===== src/rtl/word_serializer_pkg.sv =====
// Shared constants and helpers for the word serializer and its byte shifter.
package word_serializer_pkg;

   localparam int BYTE_W = 8;

   // Number of whole bytes in an n-bit word.
   function automatic int num_bytes(input int n);
      return n / BYTE_W;
   endfunction

endpackage


===== src/rtl/word_serializer_byte_shift_reg.sv =====
// Word-wide shift register that exposes the byte at its send end and
// advances by one byte per shift toward that end.
module byte_shift_reg
   import word_serializer_pkg::*;
#(
   parameter int N         = 16,
   parameter bit MSB_FIRST = 1'b1
) (
   input  logic              i_clk,
   input  logic              i_load,
   input  logic [N-1:0]      i_word,
   input  logic              i_shift,
   output logic [BYTE_W-1:0] o_byte
);

   logic [N-1:0] r_shreg;

   // Datapath register: load wins over shift; no reset, contents are don't-care when idle.
   always_ff @(posedge i_clk) begin
      if (i_load) begin
         r_shreg <= i_word;
      end else if (i_shift) begin
         if (MSB_FIRST) begin
            r_shreg <= r_shreg << BYTE_W;
         end else begin
            r_shreg <= r_shreg >> BYTE_W;
         end
      end
   end

   generate
      if (MSB_FIRST) begin : g_msb
         assign o_byte = r_shreg[N-1 -: BYTE_W];
      end else begin : g_lsb
         assign o_byte = r_shreg[BYTE_W-1:0];
      end
   endgenerate

endmodule


===== src/rtl/word_serializer.sv =====
// Splits an N-bit word into N/8 bytes for a UART transmitter, one strobe per
// byte, with a one-word holding buffer so a following word can be taken early.
module word_serializer
   import word_serializer_pkg::*;
#(
   parameter int N         = 16,
   parameter bit MSB_FIRST = 1'b1,
   parameter int CW        = $clog2(N/8 + 1)
) (
   input  logic              iCE_CLK,
   input  logic              rst,
   input  logic              rx_valid,
   input  logic [N-1:0]      rx_bytes,
   output logic              rx_ready,
   input  logic              is_transmitting,
   output logic [BYTE_W-1:0] tx_byte,
   output logic              tx_valid,
   output logic              busy
);

   localparam int           NB    = num_bytes(N);
   localparam logic [CW-1:0] NB_CW = CW'(NB);

   localparam logic [1:0] ST_IDLE       = 2'd0;
   localparam logic [1:0] ST_SEND       = 2'd1;
   localparam logic [1:0] ST_WAIT_START = 2'd2;
   localparam logic [1:0] ST_WAIT_DONE  = 2'd3;

   typedef enum logic [1:0] {
      IDLE       = ST_IDLE,
      SEND       = ST_SEND,
      WAIT_START = ST_WAIT_START,
      WAIT_DONE  = ST_WAIT_DONE
   } state_t;

   state_t              r_state;
   logic [CW-1:0]       r_left;
   logic [N-1:0]        r_pend;
   logic                r_pend_v;
   logic                r_tx_valid;
   logic [BYTE_W-1:0]   r_tx_byte;

   logic                w_accept;
   logic                w_load;
   logic                w_shift;
   logic [N-1:0]        w_load_word;
   logic [BYTE_W-1:0]   w_cur_byte;

   assign w_accept    = rx_valid && !r_pend_v;
   // The shifter is loaded from the holding buffer whenever it is occupied,
   // otherwise straight from the input (only possible in IDLE).
   assign w_load_word = r_pend_v ? r_pend : rx_bytes;
   assign w_load      = ((r_state == IDLE) && (r_pend_v || w_accept)) ||
                        ((r_state == WAIT_DONE) && !is_transmitting &&
                         (r_left == '0) && r_pend_v);
   assign w_shift     = (r_state == SEND) && !is_transmitting;

   byte_shift_reg #(
      .N         (N),
      .MSB_FIRST (MSB_FIRST)
   ) u_shreg (
      .i_clk   (iCE_CLK),
      .i_load  (w_load),
      .i_word  (w_load_word),
      .i_shift (w_shift),
      .o_byte  (w_cur_byte)
   );

   // Holding buffer data: captures a word offered while a word is in flight.
   always_ff @(posedge iCE_CLK) begin
      if (w_accept && (r_state != IDLE)) begin
         r_pend <= rx_bytes;
      end
   end

   // Control FSM with registered strobe/byte outputs.
   always_ff @(posedge iCE_CLK) begin
      if (rst) begin
         r_state    <= IDLE;
         r_left     <= '0;
         r_pend_v   <= 1'b0;
         r_tx_valid <= 1'b0;
         r_tx_byte  <= '0;
      end else begin
         r_tx_valid <= 1'b0;
         if (w_accept && (r_state != IDLE)) begin
            r_pend_v <= 1'b1;
         end
         case (r_state)
            IDLE: begin
               // A buffered word left over from a finishing word is served first.
               if (r_pend_v) begin
                  r_pend_v <= 1'b0;
                  r_left   <= NB_CW;
                  r_state  <= SEND;
               end else if (w_accept) begin
                  r_left  <= NB_CW;
                  r_state <= SEND;
               end
            end
            SEND: begin
               if (!is_transmitting) begin
                  r_tx_valid <= 1'b1;
                  r_tx_byte  <= w_cur_byte;
                  r_left     <= r_left - CW'(1);
                  r_state    <= WAIT_START;
               end
            end
            WAIT_START: begin
               if (is_transmitting) begin
                  r_state <= WAIT_DONE;
               end
            end
            WAIT_DONE: begin
               if (!is_transmitting) begin
                  if (r_left != '0) begin
                     r_state <= SEND;
                  end else if (r_pend_v) begin
                     r_pend_v <= 1'b0;
                     r_left   <= NB_CW;
                     r_state  <= SEND;
                  end else begin
                     r_state <= IDLE;
                  end
               end
            end
            default: r_state <= IDLE;
         endcase
      end
   end

   assign rx_ready = !r_pend_v;
   assign busy     = (r_state != IDLE) || r_pend_v;
   assign tx_valid = r_tx_valid;
   assign tx_byte  = r_tx_byte;

endmodule


===== config.mk =====
export PLATFORM = sky130hd
export DESIGN_NAME = word_serializer
export DESIGN_NICKNAME = d
export VERILOG_FILES = /design/src/rtl/word_serializer_pkg.sv /design/src/rtl/word_serializer_byte_shift_reg.sv /design/src/rtl/word_serializer.sv
export SDC_FILE = /design/constraint.sdc
export NUM_CORES = 1
export LEC_CHECK = 0
export CAP_MARGIN = 20
export CORE_ASPECT_RATIO = 0.8
export CORE_MARGIN = 2
export CORE_UTILIZATION = 55
export CTS_CLUSTER_SIZE = 16
export DETAILED_ROUTE_END_ITERATION = 16
export PLACE_DENSITY = 0.81
export REMOVE_ABC_BUFFERS = 1
export SETUP_SLACK_MARGIN = 0.2
export SLEW_MARGIN = 10
export SYNTH_ARGS = -nofsm -noshare
export SYNTH_HDL_FRONTEND = slang
export SYNTH_HIERARCHICAL = 1
export SYNTH_SLANG_ARGS = --single-unit
export TNS_END_PERCENT = 50

===== constraint.sdc =====
create_clock -name iCE_CLK -period 4.3 [get_ports iCE_CLK]
set_input_delay 0.86 -clock iCE_CLK [delete_from_list [all_inputs] [get_ports iCE_CLK]]
set_output_delay 0.86 -clock iCE_CLK [all_outputs]
set_load 0.02 [all_outputs]

==> qor.txt <==
status -> finished clean
Main synth FF type -> edfxtp_1
# clock sinks -> 46
critical path's slowest cell -> clkdlybuf4s50_1
Syn Inst Count -> 161
post-layout util -> 69.5%
Final Cell Area -> 2440 um2
CTS Buf Count -> 5
area of the multi-input gates -> 701 um2
simple-gate share of the synthesized area -> 10.1%
area fraction in compound gates after synthesis -> 6.41%
Syn Std Cell Area -> 2070 um2
vias per cell -> 5.44
post-synthesis xor/xnor area fraction -> 0%
adder-cell share of the synthesized area -> 3.63%
CTS Buffer Depth -> 2
CTS tree -> yes
num ports -> 31
worst hold path class -> reg2reg
Final setup viols -> 0
H-tree levels -> 2
Final nets -> 213
multiplexer share of the synthesized area -> 13.7%
Cell Pwr Density -> 622 nW/um2
Register-to-Register Setup Slack -> 2060 ps
EDFF count, synth -> 32
skew final -> 3.32 ps
CP Data Arrival Time -> 2610 ps
crit path cell chain -> clkdlybuf4s50_1 > nand2b_1 > clkinv_1 > or2_1
crit end category -> flip-flop
top post-synthesis cells by area -> edfxtp_1, dfxtp_1, mux2_2
Final Instance Count excl. Fillers -> 230
worst path required time -> 4250 ps
Final Max Slew Viols -> 0
commonest cells in the netlist -> edfxtp_1, mux2_2, nand2_1
Slew HR -> 56.0%
clock-pin slew on the worst setup and hold paths -> 80 ps
first-pass GRT wire length -> 5.87 mm
DP HPWL -> 2.68 mm
DRC -> 0
Worst Path Buf+Inv -> 2
CP Max Fanout -> 16
via count -> 1252
RSZ-0062 raised after global routing -> false
capturing point of the worst reg2reg path -> u_shreg/r_shreg[0]
number of global-route vias before repair -> 1243
core region area -> 3520 um2
PostCTS Resize Cnt -> 0
Post-DP Area -> 2340 um2
Worst path max stage delay -> 550 ps
Worst Hold End -> tx_byte[1]
crit path kind -> in2reg
layout cell share with drive strength beyond 1 -> 18.1%
Fin. Hold Viols -> 0
1st-iter DRT viols -> 115
# rows -> 19
Post-DRT Antenna Nets -> 0
Post-synth ARST share -> 0%
Pre-antenna DRT Iters -> 4
Die H -> 58.9 um
clk root buf -> clkbuf_8
WL final -> 3.65 mm
cell with the most instances after synthesis -> edfxtp_1
initial antenna violation count -> 0
area delta synth->final -> 18.1%
GRT Total Usage -> 19.1%
routed len/inst -> 15.9 um
Synth cell types -> 31
PnR worst setup slack -> 1640 ps
die area -> 4270 um2
dpl cells -> 222
Fill cells -> 285
Worst Hold Depth -> 2
final period utilization -> 61.9%
Yosys top cell area share -> 46.4%
DP Worst Slack -> 1350 ps
Worst VDD drop -> 0.000365 V
Worst-Skew Late Latency -> 290 ps
R2R cell count -> 5
max cap viols -> 0
post-cts hold buffer count -> 0
Yosys reg bits -> 46
total congestion overflow -> 0
worst slew pin tran -> 660 ps
gp weighted congestion -> 0.918
Yosys top cell by area -> edfxtp_1
RR Startpoint -> r_state[1]
Sequential Area -> 1240 um2
Seq/Total Area, Yosys -> 60.0%
Critical Path Start Type -> input port
Warnings, synthesis -> 6
total negative setup slack -> 0 ps
largest net degree at the start of global routing -> 18
n_diodes -> 0
Post-CTS Setup Inserts -> 0
fin crit period -> 2660 ps
largest family of logic cells by synthesized area -> multiplexers
IO Port Bufs -> 30
leak pwr -> 0.878 nW
Die Wd -> 72.6 um
syn_area_per_cell -> 12.9 um2
hold path start -> tx_byte[1]
Starting Density -> 58.8%
delay-heaviest family, CP -> simple AND/OR/NAND/NOR gates
fmax -> 376 MHz
routing by layer:
layer,up-vias,GRT usage (%),part of all wire [%]
li1,609,-,-
met1,606,26.9,50
met2,33,28.7,45
met3,4,4.79,3.9
met4,0,7.41,0.99
met5,-,0,0
placed cells by master, fill, tap and decap left out, types with 2 or more instances in the layout:
master,n
nand2b_1,2
inv_1,6
a21o_1,2
dfxtp_1,14
edfxtp_1,32
buf_4,3
clkinv_1,2
and2_1,8
ha_1,6
a21oi_1,9
mux2_2,22
nand2_1,21
clkdlybuf4s50_1,30
clkbuf_8,7
nor2_1,7
nor3_1,3
where the power goes:
group	switching [W]	total [W]	internal [W]
clock network	0.000131	0.000275	0.000144
logic	0.000290	0.000531	0.000240
registers	0.0000515	0.000715	0.000664
total	0.000473	0.00152	0.00105
sequential cells by signal, summed over array words and instances, names as in the netlist:
signal / count
r_pend: 16
u_shreg/r_shreg: 16
tx_byte: 8
r_left: 2
r_state: 2
r_pend_v: 1
tx_valid: 1
cells by family (layout without fill, tap and decap cells):
group,Yosys count,in the layout
compound gates,18,18
fa+ha+maj,6,6
buf+inv,21,48
flops,46,46
mux,25,25
simple gates,45,45
worst max-delay path by stage:
stage | from | end | slack, ps | cells after the start
6_report | is_transmitting | u_shreg/r_shreg[0] | 1640 | 4
5_1_grt | is_transmitting | u_shreg/r_shreg[10] | 1530 | 4
4_1_cts | is_transmitting | u_shreg/r_shreg[6] | 1650 | 4
3_5_place_dp | is_transmitting | u_shreg/r_shreg[0] | 1350 | 4
3_3_place_gp | is_transmitting | u_shreg/r_shreg[5] | 1460 | 4
2_1_floorplan | r_pend_v | u_shreg/r_shreg[0] | 1720 | 5
stage by stage:
stage | hold WS [ps] | power, W
finish | 467 | 0.00152
global route | 493 | 0.00161
CTS | 471 | 0.00153
detailed placement | 459 | 0.00125
global placement | 448 | 0.00123
floorplan | 469 | 0.00106
final cells by class:
type	instances	share of cell area, %
clock buffer	7	3.94
sequential	46	50.8
clock inverter	1	0.154
tap	42	2.15
timing repair buffer	33	13.2
inverter	7	1.08
multi-input combinational	94	28.7
worst min-delay path: cells and delay by family (launching register included):
family,cells,cell delay [ps]
DFF,1,320
and+or+nand+nor,1,50
AOI/OAI and AO/OA,1,50
No activity file was read; power rests on OpenSTA's default activity.
